**src/rtl/pc_seq_pkg.sv**
```systemverilog
// Shared types and helpers for the fetch-stage PC sequencer.
package pc_seq_pkg;

    typedef enum logic [1:0] {
        BOOT   = 2'd0,
        RUN    = 2'd1,
        HALTED = 2'd2,
        STEP   = 2'd3
    } pc_seq_state_e;

    localparam logic [31:0] PC_INC = 32'd4;

    function automatic logic is_misaligned(input logic [31:0] addr);
        return addr[1:0] != 2'b00;
    endfunction

endpackage

```
**src/rtl/pc_sequencer.sv**
```systemverilog
// Fetch-stage controller: computes pc_next/pc_stall, arbitrates redirects, stalls,
// halt/debug requests and misaligned-target traps, and holds fetch for a boot window.
module pc_sequencer
    import pc_seq_pkg::*;
#(
    parameter logic [31:0] RESET_VECTOR = 32'h0000_0000,
    parameter logic [31:0] TRAP_VECTOR  = 32'h0000_0100,
    parameter int unsigned BOOT_CYCLES  = 4
) (
    input  logic        clk,
    input  logic        rst,
    input  logic [31:0] pc_current,
    input  logic        hazard_stall,
    input  logic        redirect_valid,
    input  logic [31:0] redirect_target,
    input  logic        halt_req,
    input  logic        dbg_halt,
    input  logic        dbg_resume,
    input  logic        dbg_step,
    output logic [31:0] pc_next,
    output logic        pc_stall,
    output logic        if_id_flush,
    output logic        id_ex_flush,
    output logic        halted,
    output logic        misalign_err,
    output logic [31:0] err_addr
);

    localparam int unsigned          CntW     = $clog2(BOOT_CYCLES + 1);
    localparam logic [CntW-1:0]      BootLast = CntW'(BOOT_CYCLES - 1);

    pc_seq_state_e   state_q, state_d;
    logic [CntW-1:0] boot_cnt_q, boot_cnt_d;
    logic            halted_q;
    logic            misalign_q, misalign_d;
    logic [31:0]     err_addr_q, err_addr_d;

    always_comb begin
        state_d     = state_q;
        boot_cnt_d  = boot_cnt_q;
        misalign_d  = misalign_q;
        err_addr_d  = err_addr_q;
        pc_next     = RESET_VECTOR;
        pc_stall    = 1'b1;
        if_id_flush = 1'b0;
        id_ex_flush = 1'b0;

        case (state_q)
            BOOT: begin
                boot_cnt_d = boot_cnt_q + CntW'(1);
                if (boot_cnt_q == BootLast) begin
                    state_d = RUN;
                end
            end

            RUN, STEP: begin
                pc_next = pc_current;
                if (redirect_valid) begin
                    pc_stall    = 1'b0;
                    if_id_flush = 1'b1;
                    id_ex_flush = 1'b1;
                    if (is_misaligned(redirect_target)) begin
                        pc_next    = TRAP_VECTOR;
                        misalign_d = 1'b1;
                        // Only the first offending target is kept.
                        if (!misalign_q) begin
                            err_addr_d = redirect_target;
                        end
                    end else begin
                        pc_next = redirect_target;
                    end
                end else if (state_q == RUN && (halt_req || dbg_halt)) begin
                    if_id_flush = 1'b1;
                    state_d     = HALTED;
                end else if (hazard_stall) begin
                    id_ex_flush = 1'b1;
                end else begin
                    pc_next  = pc_current + PC_INC;
                    pc_stall = 1'b0;
                end

                // A single step ends once the PC has actually advanced.
                if (state_q == STEP && !pc_stall) begin
                    state_d = HALTED;
                end
            end

            HALTED: begin
                pc_next = pc_current;
                if (dbg_step) begin
                    state_d = STEP;
                end else if (dbg_resume) begin
                    state_d = RUN;
                end
            end

            default: begin
                state_d = BOOT;
            end
        endcase
    end

    always_ff @(posedge clk or posedge rst) begin
        if (rst) begin
            state_q    <= BOOT;
            boot_cnt_q <= '0;
            halted_q   <= 1'b0;
            misalign_q <= 1'b0;
            err_addr_q <= '0;
        end else begin
            state_q    <= state_d;
            boot_cnt_q <= boot_cnt_d;
            halted_q   <= (state_d == HALTED);
            misalign_q <= misalign_d;
            err_addr_q <= err_addr_d;
        end
    end

    assign halted       = halted_q;
    assign misalign_err = misalign_q;
    assign err_addr     = err_addr_q;

endmodule

```
**config.mk**
```make
export PLATFORM = sky130hd
export DESIGN_NAME = pc_sequencer
export DESIGN_NICKNAME = d
export VERILOG_FILES = /design/src/rtl/pc_seq_pkg.sv /design/src/rtl/pc_sequencer.sv
export SDC_FILE = /design/constraint.sdc
export NUM_CORES = 1
export LEC_CHECK = 0
export ABC_AREA = 1
export BUFFER_PORTS_ARGS = -buffer_cell sky130_fd_sc_hd__clkbuf_2
export CAP_MARGIN = 20
export CORE_AREA = 2 2 120 64
export DETAILED_ROUTE_END_ITERATION = 10
export DIE_AREA = 0 0 122 66
export GPL_ROUTABILITY_DRIVEN = 0
export PLACE_DENSITY = 0.8
export REMOVE_ABC_BUFFERS = 1
export SYNTH_ARGS = -nofsm -noshare
export SYNTH_HDL_FRONTEND = slang
export SYNTH_SLANG_ARGS = --single-unit
```
**constraint.sdc**
```tcl
create_clock -name clk -period 1.8 [get_ports clk]
set_input_delay 0.09 -clock clk [delete_from_list [all_inputs] [get_ports clk]]
set_output_delay 0.09 -clock clk [all_outputs]
set_load 0.005 [all_outputs]
```
Word-level counts from Yosys, hierarchy flattened
Index checks and enable logic that the tools add are counted.
- flip-flop bits (word level): 39
- input port bits: 72
- output and inout bits: 69
- word-level logic and storage cells: 45
- add/sub/neg operators: 2
- equality and inequality tests: 5
- muxes and demuxes: 23
- bitwise gates (word level): 1
- reduce and logical (&&, ||, !) cells: 9
- operators by type and width (cell ; number):
    32-bit 2-to-1 mux ; 4
    32-bit case mux with 2 select lines ; 1
    32-bit by 3-bit adder with 32-bit output (second input constant) ; 1
    2-bit 2-to-1 mux ; 6
    1-bit 2-to-1 mux ; 11
    2-bit equality test (second input constant) ; 3
    2-bit case mux with 3 select lines ; 1
    4-bit AND reduction ; 1
    3-bit by 1-bit adder with 3-bit output (second input constant) ; 1
    3-bit by 2-bit equality test with 1-bit output (second input constant) ; 1
    3-bit AND reduction ; 1
    2-bit by 1-bit equality test with 1-bit output (second input constant) ; 1
    1-bit logical AND ; 2
    2-bit logical NOT ; 1
    2-bit nonzero test ; 1
    2-bit OR reduction ; 1
    1-bit logical NOT ; 1
    1-bit logical OR ; 1
    1-bit inverter ; 1

Logic depth before layout (Yosys ltp)
Gate-level depths: netlist of the first run.
- word-level depth: 10
- depth in mapped cells: 11
- gate-level depth less buffers: 11

Worst setup path before layout of the first run
Ideal clock, no wire load.
- path kind: register to output
- start point: register state_q[0]
- end point: output port pc_next[19]
- arrival: 1.306 ns
- required time: 1.710 ns
- slack: 0.404 ns
- cell stages (with the launch flop): 11
- buffers on the path: 1
- cells stage by stage: dfrtp_1 inv_2 nor2_4 nand2_4 nand2_8 nor2_8 buf_8 nand3b_1 nand3_1 nand3_1 nand2_1
- longest elaborated chain between the ends: 5
- elaborated cells on any way between the ends: 8
- classes of those cells: eq/ne (3); mux (3); reduce/logical (2)
- ends and longest elaborated chain (element ; line ; RTL):
    start, declared ; pc_sequencer.sv:32 ; pc_seq_state_e state_q, state_d;
    start signal, assigned ; pc_sequencer.sv:111 ; state_q <= state_d;
    2-bit by 1-bit equality test with 1-bit output ; pc_sequencer.sv:48, pc_sequencer.sv:72 ;
    1-bit logical AND ; pc_sequencer.sv:72 ; end else if (state_q == RUN && (halt_req || dbg_halt)) begin
    32-bit 2-to-1 mux ; pc_sequencer.sv:72 ;
    32-bit 2-to-1 mux ; pc_sequencer.sv:58 ; if (redirect_valid) begin
    32-bit case mux with 2 select lines (*) ; pc_sequencer.sv:48 ; case (state_q)
    end, declared ; pc_sequencer.sv:20 ; output logic [31:0] pc_next,
Mark *: on every way between the ends. The rest lies on a longest branch, timed or not.

Worst setup path in the final report of the first run
- start point: register state_q[0]
- end point: output port pc_next[28]
Same word-level chain as after synthesis.

==> results of run 1 <==
[worst min path at each step]
| stage | depth (start not counted) | startpoint | slack (ns) | to |
|---|---|---|---|---|
| 6_report | 2 | redirect_target[10] | 0.03 | err_addr[10] |
| 5_1_grt | 2 | redirect_target[10] | 0.04 | err_addr[10] |
| 4_1_cts | 2 | redirect_target[10] | 0.03 | err_addr[10] |
| 3_5_place_dp | 3 | rst | 0.22 | err_addr[18] |
| 3_3_place_gp | 3 | rst | 0.22 | err_addr[13] |
| 2_1_floorplan | 1 | redirect_target[10] | 0.22 | err_addr[10] |
[layer usage]
layer | share of wire (%) | global-route usage, %
met1 | 45 | 40.17
met2 | 41 | 42.53
met3 | 12 | 6.121
met4 | 1.9 | 8.046
met5 | 0 | 0
[through the flow]
step | instances | utilization, % | setup slack [ns]
global route | 777 | 65.69 | -0.2112
global placement | 749 | 59.25 | 0.1967
CTS | 763 | 62.57 | -0.02998
floorplan | 500 | - | -0.08660
detailed placement | 749 | 59.25 | 0.1068
finish | 777 | 65.69 | -0.1640
[sequential cells by signal, indices dropped and copies added (netlist names)]
signal and flops:
err_addr 32, state_q 2, boot_cnt_q 3, halted 1, misalign_err 1
[cells by family (layout without fill, tap and decap cells)]
kind of cell	count (synthesis)	in the layout
AO/OA/AOI/OAI	72	72
XOR/XNOR	4	4
adder cells (fa/ha/maj)	3	3
buffers and inverters	84	244
flip-flops	39	39
multiplexers	18	18
AND/OR/NAND/NOR	300	301
[synth_stat cells (all sizes together)]
| cell | instances |
|---|---|
| nand4 | 9 |
| inv | 64 |
| a21oi | 19 |
| clkbuf | 7 |
| nor3 | 6 |
| o21bai | 1 |
| nor2 | 43 |
| o31ai | 1 |
| nand2 | 178 |
| and3 | 1 |
| nand3b | 6 |
| buf | 13 |
| nor3b | 2 |
| or2 | 2 |
| o21ai | 50 |
| xor2 | 4 |
| nand3 | 53 |
| mux2 | 18 |
| a31oi | 1 |
| ha | 3 |
| dfrtp | 39 |
[layout make-up]
type / count / area (um2)
Fill cell: 634 / 2409
Inverter: 64 / 240.2
Tap cell: 96 / 120.1
Clock buffer: 6 / 138.9
Sequential cell: 39 / 977.2
Clock inverter: 1 / 5.005
Timing Repair Buffer: 173 / 1016
Multi-Input combinational cell: 398 / 2113
[repair_timing]
action | CTS | global route
pin swaps | 4 | 22
hold buffers | 1 | 0
setup buffers | 5 | 13
cloned | 1 | 1
endpoints found under the setup margin | 23 | 30
resized for setup | 12 | 44
endpoints found under the hold margin | 39 | 0
[power by group]
part / internal, W / switching (W)
logic: 0.000879 / 0.00117
registers: 0.000945 / 0.0000468
clock network: 0.000541 / 0.000359
==> impl_metrics.py, run 1 <==
metrics = {
    "status": {
        "status": "finished with violations",
        "violations": "setup timing",
    },
    "synth": {
        "synth_mux_area_share_pct": 6.067,
        "syn_area_mm2": 0.003341,
        "yosysWarnings": 0,
        "synth_compound_area_share_pct": 11.09,
        "ys_ff_latch": 39,
        "synth_cells": 520,
        "synth_area_leader_cell": "dfrtp_1",
        "synth_simple_gate_area_share_pct": 40.82,
        "yosys.area_share.adder_pct": 1.124,
        "synth_area_per_cell_um2": 6.424,
        "synth_top_family_by_area": "simple AND/OR/NAND/NOR gates",
        "synth.area.top_cells": "dfrtp_1 29%, nand2_1 19%, nand3_1 7.8%, inv_1 7.1%, o21ai_0 6.7%",
        "ys_types": 37,
        "yosysSeqAreaShare_pct": 29.21,
        "yosysTopAreaCellShare_pct": 29.21,
        "synth_xor_area_share_pct": 1.049,
    },
    "grt": {
        "grt_pass1_wl_um": 17460,
        "grt_usage_pct": 28.07,
        "grt_overflow": 0,
        "grt_max_degree": 40,
        "antenna_found_initial": 0,
        "grt_pass1_vias": 3688,
    },
    "finish": {
        "diodes": 0,
        "final_common_cell": "nand2_1",
        "area_delta_synth_final_pct": 38.01,
        "layout_common_cells": "169 x nand2_1, 132 x clkbuf_2, 61 x inv_1",
        "drive_gt1_share_pct": 34.07,
        "nets": 756,
        "final_cell_area_mm2": 0.004611,
    },
    "power": {
        "total_power_w": 0.003938,
        "power.leakage_nw": 2.578,
        "ir_drop_v": 0.0006009,
        "p_per_area_mw_per_mm2": 854.2,
    },
    "floorplanning": {
        "row_count": 22,
        "dieWidth_um": 122,
        "start_util_pct": 47.59,
        "core_mm2": 0.007019,
        "dieArea_mm2": 0.008052,
        "die_y_um": 66,
        "ios": 141,
    },
    "worst_setup_path": {
        "start_kind": "register",
        "reg2reg_slack_ns": 0.06,
        "timing.rr.start": "state_q[0]",
        "crit_required_ns": 1.71,
        "crit_path_frequent_cell": "nand2_1",
        "crit_arrival_ns": 1.87,
        "r2r.worst_path.cells": 7,
        "worstSetupPathDepth": 13,
        "crit_family": "simple AND/OR/NAND/NOR gates",
        "cp_cell_sequence": "inv_2, nor2_4, nand2_4, nand2_8, buf_6, nor2_4, nand2_1, nand2_1, nand3_1, nand2_1, nand2_1, nand2_1, buf_2",
        "cp-endpoint": "pc_next[28]",
        "criticalPathCategory": "register to primary output",
        "end_kind": "primary output",
        "critPathLaunch": "state_q[0]",
        "r2r-end": "err_addr[1]",
        "crit_path_max_fanout": 7,
        "worst_path_max_delay_cell": "dfrtp_1",
        "critPathMaxStageDelay_ns": 0.39,
        "worstPathBufferInverterCount": 3,
    },
    "sta": {
        "finalSetupViolCount": 28,
        "layout_setup_ws_ns": -0.1640,
        "relSlewSlack_pct": 66.42,
        "layout_min_cycle_time_ns": 1.964,
        "finalHoldViolCount": 0,
        "report.final.slew_viol_count": 0,
        "holdWs_ns": 0.02983,
        "max_clock_freq_ghz": 0.5092,
        "period_share_pct": 109.1,
        "final.setup_skew_ns": 0.006096,
        "tightest_slew_ns": 0.5038,
        "rsz0062_at_grt": "yes",
        "setup_tns_ns": -1.379,
    },
    "clock_network": {
        "cts.path.max_buffers": 2,
        "cts_buffers": 5,
        "clock_sinks": 39,
        "cts.htree.levels": 2,
        "clock-root-buffer": "clkbuf_16",
        "cts_tree": "yes",
        "clkLatencyLatePin_ns": 0.29,
        "path_clk_slew_ns": 0.06,
    },
    "drt": {
        "dr_total_vias": 4226,
        "finalWirelength_um": 11800,
        "drt_iter0_drc": 466,
        "drc": 0,
        "firstDrtPassIters": 5,
        "wl_per_cell_um": 15.18,
        "drtAntennaViolNets": 0,
        "post_drt_via_cell_ratio": 5.439,
    },
    "min_path": {
        "hp-class": "primary input to register",
    },
    "run": {
        "maxCapViolCount": 0,
    },
    "place": {
        "post_dp_cell_area_mm2": 0.004159,
        "hpwl_um": 8594,
        "io_buffer_count": 140,
    },
}
Note: power is estimated with default switching activity, not from simulation.
==> run 2: changes to the inputs <==
Settings changed: ABC_AREA 1 to default, CORE_AREA 2 2 120 64 to 2 2 115 61, DIE_AREA 0 0 122 66 to 0 0 117 63.
==> impl_metrics.py, run 2 <==
metrics = {
    "drt": {
        "drc": 0,
        "drt_iter0_drc": 348,
        "firstDrtPassIters": 7,
        "wl_per_cell_um": 19.26,
        "finalWirelength_um": 11940,
        "dr_total_vias": 3674,
        "post_drt_via_cell_ratio": 5.926,
        "drtAntennaViolNets": 0,
    },
    "synth": {
        "synth_area_per_cell_um2": 8.762,
        "ys_ff_latch": 39,
        "async_flop_share_pct": 100.0,
        "syn_area_mm2": 0.002927,
        "synth_cells": 334,
        "yosysWarnings": 0,
        "yosysSeqAreaShare_pct": 33.35,
        "synth_area_leader_cell": "dfrtp_1",
        "post-synth-top-count-cell": "dfrtp_1",
        "synthTopCellsByCount": "39 x dfrtp_1, 33 x mux2_2, 31 x nand2_1",
        "ys_types": 48,
        "synth_edf_count": 0,
        "ys.flop_type": "dfrtp_1",
        "yosysTopAreaCellShare_pct": 33.35,
        "synth.area.top_cells": "dfrtp_1 33%, mux2_2 13%, a21oi_1 4.8%, o21ai_0 4.3%, nand2_1 4.0%",
    },
    "finish": {
        "diodes": 0,
        "layout_common_cells": "124 x clkbuf_2, 41 x buf_4, 38 x dfrtp_1",
        "n_fill_cell": 469,
        "drive_gt1_share_pct": 54.92,
        "nets": 602,
        "final_common_cell": "clkbuf_2",
        "area_delta_synth_final_pct": 61.86,
        "largest_register_ffs": 32,
    },
    "clock_network": {
        "cts.path.max_buffers": 2,
        "clock_sinks": 39,
        "path_clk_slew_ns": 0.06,
        "cts_buffers": 5,
        "clock-root-buffer": "clkbuf_16",
        "cts.htree.levels": 2,
        "cts_tree": "yes",
        "clkLatencyLatePin_ns": 0.28,
    },
    "sta": {
        "report.final.slew_viol_count": 0,
        "period_share_pct": 126.4,
        "layout_setup_ws_ns": -0.4743,
        "tightest_slew_ns": 0.5762,
        "max_clock_freq_ghz": 0.4397,
        "finalSetupViolCount": 52,
        "holdWs_ns": 0.05629,
        "finalHoldViolCount": 0,
        "layout_min_cycle_time_ns": 2.274,
        "setup_tns_ns": -9.940,
        "rsz0062_at_grt": "yes",
        "final.setup_skew_ns": 0.005042,
        "relSlewSlack_pct": 61.54,
    },
    "worst_setup_path": {
        "r2r.worst_path.cells": 7,
        "r2r-end": "err_addr[26]",
        "reg2reg_slack_ns": -0.03,
        "crit_arrival_ns": 2.18,
        "end_kind": "primary output",
        "critPathLaunch": "state_q[1]",
        "criticalPathCategory": "register to primary output",
        "start_kind": "register",
        "crit_path_max_fanout": 4,
        "timing.rr.start": "state_q[0]",
        "crit_required_ns": 1.71,
    },
    "power": {
        "p_per_area_mw_per_mm2": 1201,
        "ir_drop_v": 0.0007701,
        "total_power_w": 0.005688,
        "power.leakage_nw": 2.258,
    },
    "min_path": {
        "hold_depth": 2,
        "hp-class": "primary input to register",
        "min-delay-start": "redirect_target[10]",
        "min_to": "err_addr[10]",
    },
    "run": {
        "maxCapViolCount": 0,
    },
    "place": {
        "hpwl_um": 8144,
        "io_buffer_count": 140,
    },
    "grt": {
        "grt_usage_pct": 30.29,
        "grt_pass1_vias": 3507,
        "antenna_found_initial": 0,
        "grt_max_degree": 40,
        "grt_overflow": 0,
        "grt_pass1_wl_um": 17220,
    },
    "floorplanning": {
        "start_util_pct": 45.46,
        "row_count": 21,
        "dieWidth_um": 117,
        "core_mm2": 0.006437,
        "ios": 141,
        "die_y_um": 63,
        "dieArea_mm2": 0.007371,
    },
    "status": {
        "violations": "setup timing",
        "status": "finished with violations",
    },
}
## run 2: area by class of cell
class	instances	area (um2)	share of cell area, %
inverters	11	45.04	0.9509
well taps	92	115.1	2.430
multi-input cells	262	2064	43.58
repair buffers	208	1380	29.13
clock inverters	2	16.27	0.3434
clock buffers	6	138.9	2.932
flip-flops and latches	39	977.2	20.63
## run 2: cell families after synthesis
group | Yosys count | share of synthesized area (%)
flops | 39 | 33.35
xor+xnor | 6 | 1.796
buf+inv | 33 | 4.574
simple gates | 108 | 19.50
mux | 38 | 14.45
compound gates | 107 | 25.05
fa+ha+maj | 3 | 1.283
## run 2: where the power goes
group	switching (W)	leakage (nW)	internal, W
sequential	0.000239	0.481	0.00129
combinational	0.00158	1.70	0.00164
clock	0.000381	0.0731	0.000554
total	0.00220	2.26	0.00349
## run 2: stage by stage
step	worst slack (ns)	instance area (um2)	cells	utilization (%)
6_report	-0.4743	4737	620	73.59
5_1_grt	-0.5418	4737	620	73.59
4_1_cts	-0.3954	4422	608	68.69
3_5_place_dp	-0.2391	3980	584	61.83
3_3_place_gp	-0.1621	3980	584	61.83
2_1_floorplan	-2.020	2834	312	-
## run 2: critical path, stage by stage (launching register included)
cell     delay, ns
dfrtp_1       0.36
o21ba_4       0.19
a211o_1       0.34
or4_1         0.48
a31oi_1       0.23
a22o_1        0.17
buf_2         0.11
## run 2: worst max-delay path by stage
| stage | depth (start not counted) | end | slack [ns] |
|---|---|---|---|
| 6_report | 6 | pc_next[21] | -0.47 |
| 5_1_grt | 6 | pc_next[21] | -0.54 |
| 4_1_cts | 7 | pc_next[17] | -0.40 |
| 3_5_place_dp | 7 | pc_next[17] | -0.24 |
| 3_3_place_gp | 7 | pc_next[17] | -0.16 |
| 2_1_floorplan | 3 | err_addr[0] | -2.02 |
## run 2: timing repair
item / in CTS / in global routing
hold buffers: 1 / 0
setup buffers: 15 / 11
endpoints found under the setup margin: 33 / 63
endpoints found under the hold margin: 39 / 0
gates resized for setup: 48 / 63
pin swaps: 27 / 24
cloned: 0 / 3
## run 2: layer usage
metal	global-route usage [%]	vias up	share of wire (%)
met5	0	-	0
met4	7.794	0	1.7
met3	11.15	28	12
met2	46.10	271	43
met1	40.65	1722	43
li1	-	1653	-
